[src/rtl/hazard_ctrl_if.sv]
`default_nettype none
// ============================================================================
//  Module  : hazard_ctrl_if
//  Brief   : ID-stage hazard controller signal bundle (pipeline side / control side)
//  Revision: 1.0
// ============================================================================
interface hazard_ctrl_if #(
    parameter int CNT_W = 16
);
    logic [31:0]      inst;
    logic             inst_valid;
    logic             w_f_wb;
    logic [4:0]       addr_in_f_wb;
    logic             br_resolve_f_ex;
    logic             br_taken_f_ex;
    logic             stall_2_if;
    logic             bubble_2_ex;
    logic             flush_2_if;
    logic             halted;
    logic [31:0]      pending;
    logic [CNT_W-1:0] stall_cnt;

    modport master (
        output inst, inst_valid, w_f_wb, addr_in_f_wb, br_resolve_f_ex, br_taken_f_ex,
        input  stall_2_if, bubble_2_ex, flush_2_if, halted, pending, stall_cnt
    );

    modport slave (
        input  inst, inst_valid, w_f_wb, addr_in_f_wb, br_resolve_f_ex, br_taken_f_ex,
        output stall_2_if, bubble_2_ex, flush_2_if, halted, pending, stall_cnt
    );
endinterface
`default_nettype wire

[src/rtl/hazard_ctrl.sv]
`default_nettype none
// ============================================================================
//  Module  : hazard_ctrl
//  Brief   : Scoreboard RAW interlock, branch-wait/flush and HALT control
//  Revision: 1.0
// ============================================================================
module hazard_ctrl #(
    parameter int CNT_W = 16
) (
    input  wire logic      clk,
    input  wire logic      reset,
    hazard_ctrl_if.slave   bus
);
    typedef enum logic [1:0] {
        ST_RUN     = 2'd0,
        ST_BR_WAIT = 2'd1,
        ST_FLUSH   = 2'd2,
        ST_HALT    = 2'd3
    } state_t;

    localparam logic [5:0] c_op_ldw  = 6'b001100;
    localparam logic [5:0] c_op_stw  = 6'b001101;
    localparam logic [5:0] c_op_bz   = 6'b001110;
    localparam logic [5:0] c_op_beq  = 6'b001111;
    localparam logic [5:0] c_op_jr   = 6'b010000;
    localparam logic [5:0] c_op_halt = 6'b010001;
    localparam logic [CNT_W-1:0] c_cnt_one = {{(CNT_W-1){1'b0}}, 1'b1};

    state_t           state_q, state_d;
    logic [31:0]      pending_q, pending_d;
    logic [CNT_W-1:0] stall_cnt_q, stall_cnt_d;

    logic [5:0] w_op;
    logic [4:0] w_rs, w_rt, w_rd, w_dest;
    logic       w_use_rs, w_use_rt, w_has_dest, w_is_branch, w_is_halt;
    logic       w_raw, w_issue, w_stall;

    assign w_op = bus.inst[31:26];
    assign w_rs = bus.inst[25:21];
    assign w_rt = bus.inst[20:16];
    assign w_rd = bus.inst[15:11];

    always_comb begin
        w_use_rs    = 1'b0;
        w_use_rt    = 1'b0;
        w_has_dest  = 1'b0;
        w_dest      = w_rd;
        w_is_branch = 1'b0;
        w_is_halt   = 1'b0;
        case (w_op)
            6'b000000, 6'b000010, 6'b000100, 6'b000110, 6'b001000, 6'b001010: begin
                w_use_rs   = 1'b1;
                w_use_rt   = 1'b1;
                w_has_dest = 1'b1;
            end
            6'b000001, 6'b000011, 6'b000101, 6'b000111, 6'b001001, 6'b001011, c_op_ldw: begin
                w_use_rs   = 1'b1;
                w_has_dest = 1'b1;
                w_dest     = w_rt;
            end
            c_op_stw: begin
                w_use_rs = 1'b1;
                w_use_rt = 1'b1;
            end
            c_op_bz, c_op_jr: begin
                w_use_rs    = 1'b1;
                w_is_branch = 1'b1;
            end
            c_op_beq: begin
                w_use_rs    = 1'b1;
                w_use_rt    = 1'b1;
                w_is_branch = 1'b1;
            end
            c_op_halt: w_is_halt = 1'b1;
            default: ;
        endcase
    end

    // pending_q[0] is held at zero, so r0 sources never match
    assign w_raw   = bus.inst_valid & ((w_use_rs & pending_q[w_rs]) | (w_use_rt & pending_q[w_rt]));
    assign w_issue = (state_q == ST_RUN) & bus.inst_valid & ~w_raw;
    assign w_stall = ((state_q == ST_RUN) & w_raw) | (state_q == ST_BR_WAIT) | (state_q == ST_HALT);

    always_comb begin
        pending_d = pending_q;
        if (bus.w_f_wb) begin
            pending_d[bus.addr_in_f_wb] = 1'b0;
        end
        // a new issue to the same register outranks the WB retire
        if (w_issue && w_has_dest) begin
            pending_d[w_dest] = 1'b1;
        end
        pending_d[0] = 1'b0;
    end

    always_comb begin
        state_d = state_q;
        case (state_q)
            ST_RUN: begin
                if (w_issue && w_is_halt) begin
                    state_d = ST_HALT;
                end else if (w_issue && w_is_branch) begin
                    state_d = ST_BR_WAIT;
                end
            end
            ST_BR_WAIT: begin
                if (bus.br_resolve_f_ex) begin
                    state_d = bus.br_taken_f_ex ? ST_FLUSH : ST_RUN;
                end
            end
            ST_FLUSH: state_d = ST_RUN;
            ST_HALT:  state_d = ST_HALT;
            default:  state_d = ST_RUN;
        endcase
    end

    always_comb begin
        stall_cnt_d = stall_cnt_q;
        if (w_stall && (state_q != ST_HALT) && (stall_cnt_q != {CNT_W{1'b1}})) begin
            stall_cnt_d = stall_cnt_q + c_cnt_one;
        end
    end

    always_ff @(posedge clk) begin
        if (!reset) begin
            state_q     <= ST_RUN;
            pending_q   <= 32'd0;
            stall_cnt_q <= {CNT_W{1'b0}};
        end else begin
            state_q     <= state_d;
            pending_q   <= pending_d;
            stall_cnt_q <= stall_cnt_d;
        end
    end

    assign bus.stall_2_if  = w_stall;
    assign bus.bubble_2_ex = w_stall | (state_q == ST_FLUSH);
    assign bus.flush_2_if  = (state_q == ST_FLUSH);
    assign bus.halted      = (state_q == ST_HALT);
    assign bus.pending     = pending_q;
    assign bus.stall_cnt   = stall_cnt_q;
endmodule
`default_nettype wire

[src/flat_wrapper.sv]
// flat-port wrapper written by rule: the top's interface ports become plain ports
module hazard_ctrl_flat 
#(
    parameter int CNT_W = 16
)
  (clk, reset, bus_inst, bus_inst_valid, bus_w_f_wb, bus_addr_in_f_wb, bus_br_resolve_f_ex, bus_br_taken_f_ex, bus_stall_2_if, bus_bubble_2_ex, bus_flush_2_if, bus_halted, bus_pending, bus_stall_cnt);
  hazard_ctrl_if #(.CNT_W(CNT_W)) bus_i ();
  input  wire logic clk;
  input  wire logic reset;
  input wire logic [$bits(bus_i.inst)-1:0] bus_inst;
  input wire logic [$bits(bus_i.inst_valid)-1:0] bus_inst_valid;
  input wire logic [$bits(bus_i.w_f_wb)-1:0] bus_w_f_wb;
  input wire logic [$bits(bus_i.addr_in_f_wb)-1:0] bus_addr_in_f_wb;
  input wire logic [$bits(bus_i.br_resolve_f_ex)-1:0] bus_br_resolve_f_ex;
  input wire logic [$bits(bus_i.br_taken_f_ex)-1:0] bus_br_taken_f_ex;
  output wire logic [$bits(bus_i.stall_2_if)-1:0] bus_stall_2_if;
  output wire logic [$bits(bus_i.bubble_2_ex)-1:0] bus_bubble_2_ex;
  output wire logic [$bits(bus_i.flush_2_if)-1:0] bus_flush_2_if;
  output wire logic [$bits(bus_i.halted)-1:0] bus_halted;
  output wire logic [$bits(bus_i.pending)-1:0] bus_pending;
  output wire logic [$bits(bus_i.stall_cnt)-1:0] bus_stall_cnt;
  assign bus_i.inst = bus_inst;
  assign bus_i.inst_valid = bus_inst_valid;
  assign bus_i.w_f_wb = bus_w_f_wb;
  assign bus_i.addr_in_f_wb = bus_addr_in_f_wb;
  assign bus_i.br_resolve_f_ex = bus_br_resolve_f_ex;
  assign bus_i.br_taken_f_ex = bus_br_taken_f_ex;
  assign bus_stall_2_if = bus_i.stall_2_if;
  assign bus_bubble_2_ex = bus_i.bubble_2_ex;
  assign bus_flush_2_if = bus_i.flush_2_if;
  assign bus_halted = bus_i.halted;
  assign bus_pending = bus_i.pending;
  assign bus_stall_cnt = bus_i.stall_cnt;
  hazard_ctrl #(.CNT_W(CNT_W)) u_core (.clk(clk), .reset(reset), .bus(bus_i));
endmodule
[config.mk]
export PLATFORM = sky130hd
export DESIGN_NAME = hazard_ctrl_flat
export DESIGN_NICKNAME = d
export VERILOG_FILES = /design/src/rtl/hazard_ctrl_if.sv /design/src/rtl/hazard_ctrl.sv /design/src/flat_wrapper.sv
export SDC_FILE = /design/constraint.sdc
export NUM_CORES = 1
export LEC_CHECK = 0
export CELL_PAD_IN_SITES_DETAIL_PLACEMENT = 1
export CELL_PAD_IN_SITES_GLOBAL_PLACEMENT = 2
export CORE_UTILIZATION = 30
export CTS_BUF_LIST = sky130_fd_sc_hd__clkbuf_8
export DETAILED_ROUTE_END_ITERATION = 8
export GPL_TIMING_DRIVEN = 1
export PLACE_DENSITY_LB_ADDON = 0.25
export SYNTH_ARGS = -nofsm -noshare
export SYNTH_HDL_FRONTEND = slang
export SYNTH_SLANG_ARGS = --single-unit
export TNS_END_PERCENT = 5
[constraint.sdc]
create_clock -name clk -period 10.1 [get_ports clk]
set_clock_uncertainty 0.2 [all_clocks]
set_input_delay 2.02 -clock clk [delete_from_list [all_inputs] [get_ports clk]]
set_output_delay 2.02 -clock clk [all_outputs]
set_load 0.02 [all_outputs]
* Yosys cells after proc, flatten, opt, wreduce, memory -nomap -nowiden *
Cells that the tools add are included.

storage, ports and cells
  flip-flop bits (word level) = 50
  bits of input ports = 43
  output and inout bits = 52
  logic and storage cells = 85

operators by class
  $add $sub $neg = 1
  magnitude comparators = 6
  equality and inequality tests = 24
  multiplexer cells = 21
  bitwise logic cells = 14
  reductions and logical operators = 15

operators by type and width
  cell                                                                                  number
  32-bit two-way mux                                                                    2
  6-bit by 4-bit equality test with 1-bit output (second input constant)                8
  32-bit bitwise AND                                                                    1
  32-bit NOT                                                                            1
  32-bit OR                                                                             1
  6-bit by 3-bit equality test with 1-bit output (second input constant)                4
  5-bit by 6-bit less-than comparator with 1-bit output (second input constant)         4
  17-bit OR reduction                                                                   1
  16-bit by 1-bit adder with 16-bit output (second input constant)                      1
  16-bit != test (second input constant)                                                1
  13-bit OR reduction                                                                   1
  6-bit by 2-bit equality test with 1-bit output (second input constant)                2
  6-bit by 5-bit equality test with 1-bit output (second input constant)                2
  1-bit binary-select mux with 5-bit select                                             2
  1-bit demux with 5-bit select                                                         2
  5-bit by 1-bit greater-or-equal comparator with 1-bit output (second input constant)  2
  1-bit two-way mux                                                                     9
  2-bit two-way mux                                                                     4
  2-bit one-hot mux with 4 select lines                                                 1
  8-bit OR reduction                                                                    1
  1-bit logical AND                                                                     7
  7-bit OR reduction                                                                    1
  1-bit bitwise AND                                                                     6
  6-bit by 1-bit equality test with 1-bit output (second input constant)                1
  11 further kinds                                                                      16

* Logic depth before layout (Yosys ltp) *
Gate-level depths: netlist of run 1.

  word-level depth = 12
  depth in mapped cells = 11
  gate-level depth less buffers = 8

* Worst setup path before layout of run 1 *
No wires, ideal clock.

  kind = in2out
  start point = input port bus_inst[18]
  end point = output port bus_bubble_2_ex
  arrival = 4.181 ns
  data required time = 7.880 ns
  slack = 3.699 ns
  cell stages on the path = 10
  path buffers = 2
  cell sequence = buf_4 -> mux2_2 -> a221oi_1 -> nor3_2 -> a211oi_2 -> o21ai_4 -> a31oi_4 -> buf_6 -> nand2b_1 -> or2_1

on the way
  cells in the longest elaborated chain, start to end = 9

RTL lines
  what                                       line                RTL
  from (decl)                                flat_wrapper.sv:10  input wire logic [$bits(bus_i.inst)-1:0] bus_inst;
  1-bit binary-select mux with 5-bit select  hazard_ctrl.sv:80   assign w_raw = bus.inst_valid & ((w_use_rs & pending_q[w_rs]) | (w_use_rt & pending_q[w_rt]));
  1-bit two-way mux (implied by the code)    hazard_ctrl.sv:80
  1-bit bitwise AND                          hazard_ctrl.sv:80
  1-bit OR                                   hazard_ctrl.sv:80
  1-bit bitwise AND                          hazard_ctrl.sv:80
  1-bit bitwise AND                          hazard_ctrl.sv:82   assign w_stall = ((state_q == ST_RUN) & w_raw) | (state_q == ST_BR_WAIT) | (state_q == ST_HALT);
  1-bit OR (2 in series)                     hazard_ctrl.sv:82
  named net bus_stall_2_if                   flat_wrapper.sv:16  output wire logic [$bits(bus_i.stall_2_if)-1:0] bus_stall_2_if;
  1-bit OR                                   hazard_ctrl.sv:137  assign bus.bubble_2_ex = w_stall | (state_q == ST_FLUSH);
  to (decl)                                  flat_wrapper.sv:17  output wire logic [$bits(bus_i.bubble_2_ex)-1:0] bus_bubble_2_ex;

The timed path passes the listed nets, and every way through them passes these cells. The select of a mux whose other input is x is not followed.

* Final worst setup path of run 1 *
  start point = input port bus_inst[18]
  end point = output port bus_bubble_2_ex

on the way
  cells in the longest elaborated chain, start to end = 9

RTL lines
  what                                       line
  1-bit binary-select mux with 5-bit select  hazard_ctrl.sv:80
  1-bit two-way mux (implied by the code)    hazard_ctrl.sv:80
  1-bit bitwise AND                          hazard_ctrl.sv:80
  1-bit OR                                   hazard_ctrl.sv:80
  1-bit bitwise AND                          hazard_ctrl.sv:80
  1-bit bitwise AND                          hazard_ctrl.sv:82
  1-bit OR (2 in series)                     hazard_ctrl.sv:82
  1-bit OR                                   hazard_ctrl.sv:137

Every way passes these cells. The select of a mux whose other input is x is not followed.

==> impl_results.md, run 1 <==
- Commonest non-fill, non-tap cell in the layout: clkdlybuf4s50_1
- Seq/Total Area, Yosys: 0.3125
- DRT Wirelength: 10.48 mm
- Worst setup margin: 2.096 ns
- CTS HTree Levels: 2
- Syn avg cell area: 8.769 sq um
- RSZ-0062 raised after global routing: false
- Inserted Diodes: 0
- Gate count of the mapped netlist: 358
- Worst EP required: 7.88 ns
- Final ANT Viol Nets: 0
- Final Util: 0.4134
- DRT Pass-1 Iters: 4
- Hold Fails Final Rpt: 0
- Commonest non-fill, non-tap cells in the layout: clkdlybuf4s50_1, nand2_1, dfxtp_1
- Clock slew at reported path FFs: 0.09 ns
- Post-synth EDFFs: 0
- Later-pin clock latency in the skew report: 0.30 ns
- Yosys cell types: 51
- Io pins: 95
- CTS tree: yes
- Asr flop ratio synth: 0
- Max Cap Viol: 0
- Final setup violation count: 0
- Row count: 36
- Initial Utilization: 0.3154
- DP Worst Slack: 2.097 ns
- Chip height: 104.3 microns
- Status: complete, no violations
- Residual DRC count: 0
- Worst setup EP type: primary output
- Number of setup buffers added after CTS: 0
- Fin nets: 480
- DP HPWL: 7.788 mm
- PwrDens: 97.68 nW/um^2
- Global-route wire length before repair: 16.86 mm
- Share of cells above drive strength 1: 0.09281
- Largest net degree at the start of global routing: 45
- Final GP Congestion: 0.8002
- Top_reg_cell synth: dfxtp_1
- WL per Instance: 18.59 microns
- Leak: 1.301 nW
- Core box area: 9955 sq um
- Die X: 104.3 microns
- Layout Cells excl Fill: 564
- CP Launch Type: input port
- Initial antenna violation count: 0
- Mapped Area: 3139 sq um
- Root Buffer: clkbuf_8
- PostCTS Resize Cnt: 0
- Syn nets: 407
- Synth-to-Final Area Change: 31.09%
- Cells after DPL: 557
- Hold Path Class: register to register
- Port bufs: 82
- Die ar.: 10880 sq um
- Synth warnings: 0
- CP Data Arrival Time: 5.78 ns
- Via count: 3100
- Clock Path Buffers: 2
- Worst slew margin: 0.4122
- Global Route Usage Sum: 0.1948
- Setup TNS: 0 ns
- Fin. max-slew vios: 0
- VDD IR-drop max: 0.04988 mV
- Period minus WS final: 8.004 ns
- Hold buffers post-CTS: 0
- FILL cells: 1167
- Period utilization: 0.7924
- Total CTS buffers: 5
- Fmax: 124.9 MHz
- Seq cells post-synth: 49
- CTS Sinks: 49
- Global route overflow: 0
- Worst-Margin Slew: 0.8807 ns
- Initial DRC Count: 150
- Vias per inst: 5.496
- Crit path max fanout: 31
- Vias in the first global route: 3135
- Setup CP Type: input port to primary output
-- Yosys cell counts (2+ instances only) --
library cell | count | area share
inv_1 | 5 | 0.0060
dfxtp_1 | 49 | 0.31
or3_1 | 3 | 0.0060
o21a_1 | 2 | 0.0048
nor2_1 | 12 | 0.014
nor3_1 | 5 | 0.0080
buf_6 | 3 | 0.011
mux4_2 | 11 | 0.079
nand4_1 | 7 | 0.014
nor4_4 | 4 | 0.027
o21ai_1 | 3 | 0.0048
mux2i_1 | 17 | 0.054
o21ai_0 | 31 | 0.049
clkbuf_1 | 7 | 0.0084
buf_4 | 5 | 0.012
nand3b_1 | 10 | 0.024
ha_1 | 6 | 0.024
o31a_1 | 2 | 0.0056
or4_1 | 10 | 0.024
or3b_2 | 5 | 0.014
and3_1 | 3 | 0.0060
nor2b_1 | 4 | 0.0080
nand3_1 | 9 | 0.014
a21oi_1 | 46 | 0.073
mux2_2 | 7 | 0.025
nor4_1 | 3 | 0.0060
o31ai_1 | 9 | 0.022
nand2_1 | 50 | 0.060
buf_2 | 3 | 0.0048
nand2b_1 | 6 | 0.012
-- worst paths after layout --
path	start	to	slack, ns	cells past startpoint
max	bus_inst[18]	bus_bubble_2_ex	2.10	10
min	u_core.bus.stall_cnt[6]$_SDFFE_PN0P_	u_core.bus.stall_cnt[6]$_SDFFE_PN0P_	0.29	2
max reg2reg	u_core.bus.pending[11]$_SDFF_PN0_	u_core.bus.stall_cnt[15]$_SDFFE_PN0P_	7.02	7
min reg2reg	u_core.bus.stall_cnt[6]$_SDFFE_PN0P_	u_core.bus.stall_cnt[6]$_SDFFE_PN0P_	0.29	2
-- power by group --
| group | leakage [nW] | internal, W | total, W | switching (W) |
|---|---|---|---|---|
| clock network | 0.0485 | 0.0000536 | 0.000120 | 0.0000665 |
| logic | 0.858 | 0.0000343 | 0.0000840 | 0.0000497 |
| registers | 0.395 | 0.000195 | 0.000198 | 0.00000258 |
| total | 1.30 | 0.000283 | 0.000402 | 0.000119 |
-- layout make-up --
class	count	area [sq um]	share of cell area
clock inverter	1	3.754	0.0009121
inverter	6	22.52	0.005473
sequential	49	980.9	0.2384
tap	133	166.4	0.04044
timing repair buffer	84	835.8	0.2031
multi-input combinational	285	2023	0.4916
clock buffer	6	82.58	0.02007
-- worst max-delay path, stage by stage --
cell and delay (ns):
clkdlybuf4s50_1 0.75, mux2_2 0.39, a221oi_1 0.34, nor3_2 0.07, a211oi_2 0.37, o21ai_4 0.19
a31oi_4 0.71, nand2b_1 0.16, or2_1 0.24, clkdlybuf4s50_1 0.54
-- per-layer routing --
| metal | up-vias | routed length (microns) | track usage |
|---|---|---|---|
| li1 | 1489 | - | - |
| met1 | 1527 | 5345 | 0.2838 |
| met2 | 77 | 4601 | 0.2999 |
| met3 | 7 | 439 | 0.03070 |
| met4 | 0 | 95 | 0.04082 |
| met5 | - | 0 | 0 |
-- kinds of logic (layout without fill, tap and decap cells) --
group                    Yosys count  count (layout)  share of synthesized area
AND/OR/NAND/NOR                  137             137                     0.2543
buffers and inverters             24              97                    0.04305
XOR/XNOR                           1               1                   0.002790
AO/OA/AOI/OAI                    104             104                     0.1957
multiplexers                      36              36                     0.1666
flip-flops                        49              49                     0.3125
other                              1               1                   0.001195
adder cells (fa/ha/maj)            6               6                    0.02391
-- flip-flops by register name, indices dropped and copies added (netlist names) --
name,count
u_core.bus.pending,31
u_core.bus.stall_cnt,16
u_core.state_q,2
-- per-stage QoR --
stage / hold slack (ns) / total power, W / area (sq um)
final: 0.2881 / 0.0004020 / 4115
after global routing: 0.3235 / 0.0004203 / 4115
after CTS: 0.2933 / 0.0004058 / 4115
after detailed placement: 0.2793 / 0.0002867 / 4029
after global placement: 0.2629 / 0.0002855 / 4029
after floorplan: 0.3136 / 0.0002567 / 3139
Power figures use the tool's default switching activity.
==> run 2, diff against run 1 <==
Settings changed: CORE_UTILIZATION 30 to 28.
Clock period 10.1 ns to 8.3 ns, I/O delays scaled along.
==> impl_results.md, run 2 (synthesis gave the netlist of run 1 again) <==
- Hold Path Class: register to register
- Via count: 3080
- Total CTS buffers: 5
- Row count: 38
- Setup TNS: 0 ns
- Int Power: 0.0003363 W
- Clock Path Buffers: 2
- Port bufs: 82
- Commonest non-fill, non-tap cells in the layout: clkdlybuf4s50_1, nand2_1, dfxtp_1
- CTS Sinks: 49
- Max Cap Viol: 0
- Core box area: 10890 sq um
- Worst EP required: 6.44 ns
- Initial Utilization: 0.2883
- Global-route wire length before repair: 16.79 mm
- VDD IR-drop max: 0.05429 mV
- Die ar.: 11640 sq um
- Global Route Usage Sum: 0.1873
- FILL cells: 1260
- Fmax: 143.3 MHz
- Final ANT Viol Nets: 0
- Hold buffers post-CTS: 0
- PwrDens: 116.3 nW/um^2
- Synth-to-Final Area Change: 31.21%
- Fin. max-slew vios: 0
- Die X: 107.9 microns
- Period utilization: 0.8405
- WL per Instance: 18.56 microns
- CTS tree: yes
- Clock slew at reported path FFs: 0.09 ns
- Final setup violation count: 0
- Multi-input gate area: 2023 sq um
- DP HPWL: 7.833 mm
- Setup CP Type: input port to primary output
- Max reg flops: 31
- Hold Fails Final Rpt: 0
- CTS HTree Levels: 2
- Sequential power share: 0.503
- Chip height: 107.9 microns
- Io pins: 95
- Initial DRC Count: 104
- Clock Power Share: 0.283
- Final GP Congestion: 0.7710
- Later-pin clock latency in the skew report: 0.30 ns
- Logic pwr share: 0.214
- Vias in the first global route: 3109
- CP Data Arrival Time: 5.12 ns
- Crit path max fanout: 31
- Share of cells above drive strength 1: 0.09513
- Residual DRC count: 0
- Switch share: 0.2980
- Vias per inst: 5.394
- Period minus WS final: 6.976 ns
- Worst slew margin: 0.4120
- RSZ-0062 raised after global routing: false
- DRT Pass-1 Iters: 4
- Initial antenna violation count: 0
- Largest net degree at the start of global routing: 45
- Root Buffer: clkbuf_8
- Reg area: 980.9 sq um
- DRT Wirelength: 10.60 mm
- CP Launch Type: input port
- Number of setup buffers added after CTS: 0
- Worst-Margin Slew: 0.8811 ns
- Leak: 1.297 nW
- PostCTS Resize Cnt: 0
- Status: complete, no violations
- Sw Pwr: 0.0001428 W
- Worst setup EP type: primary output
- Inserted Diodes: 0
- Fin nets: 481
- Global route overflow: 0
- Pwr Total: 0.0004791 W
- Commonest non-fill, non-tap cell in the layout: clkdlybuf4s50_1
-- run 2: changes by cell type in the layout (fill, tap and decap cells not counted), sizes merged --
cell	previous run	this run
clkbuf	6	5
clkinv	1	2
buf	2	3
inv	6	5
-- run 2: metal layers --
| metal | share of wire | up-vias | global-route usage |
|---|---|---|---|
| met1 | 0.49 | 1511 | 0.2664 |
| met4 | 0.012 | 0 | 0.04501 |
| met2 | 0.45 | 71 | 0.2976 |
| met3 | 0.045 | 8 | 0.02421 |
| li1 | - | 1490 | - |
| met5 | 0 | - | 0 |
-- run 2: metrics by stage --
stage	instances	setup slack (ns)	utilization	hold slack (ns)	instance area (sq um)
6_report	571	1.324	0.3783	0.2947	4119
3_5_place_dp	565	1.285	0.3715	0.2850	4045
4_1_cts	571	1.275	0.3783	0.2958	4119
5_1_grt	571	1.146	0.3783	0.3141	4119
2_1_floorplan	358	2.619	-	0.3136	3139
3_3_place_gp	565	1.333	0.3715	0.2609	4045
-- run 2: final timing paths --
check | cells past startpoint | start | end | slack (ns)
worst min register to register | 2 | u_core.bus.stall_cnt[15]$_SDFFE_PN0P_ | u_core.bus.stall_cnt[15]$_SDFFE_PN0P_ | 0.29
worst max register to register | 7 | u_core.bus.pending[14]$_SDFF_PN0_ | u_core.bus.pending[2]$_SDFF_PN0_ | 5.40
worst min-delay path | 2 | u_core.bus.stall_cnt[15]$_SDFFE_PN0P_ | u_core.bus.stall_cnt[15]$_SDFFE_PN0P_ | 0.29
worst max-delay path | 10 | bus_inst[16] | bus_bubble_2_ex | 1.32
-- run 2: cell type report --
type	instances	area share
Timing Repair Buffer	85	0.2047
Tap cell	140	0.04253
Sequential cell	49	0.2382
Clock inverter	1	0.001215
Clock buffer	5	0.01671
Multi-Input combinational cell	285	0.4912
Inverter	6	0.005468
-- run 2: power by group through the flow --
stage	Clock (W)	Sequential (W)	Combinational (W)
after floorplan	0	0.000248	0.0000648
after global placement	0	0.000246	0.000102
after detailed placement	0	0.000246	0.000103
after CTS	0.000141	0.000241	0.000104
after global routing	0.000150	0.000241	0.000112
final	0.000135	0.000241	0.000103
-- run 2: critical path: stages --
cell and delay [ns]:
clkdlybuf4s50_1 0.86, mux4_2 0.39, mux2_2 0.29, a211oi_2 0.36
o21ai_4 0.19, a31oi_4 0.21, buf_4 0.31, nand2b_1 0.11
or2_1 0.21, clkdlybuf4s50_1 0.53
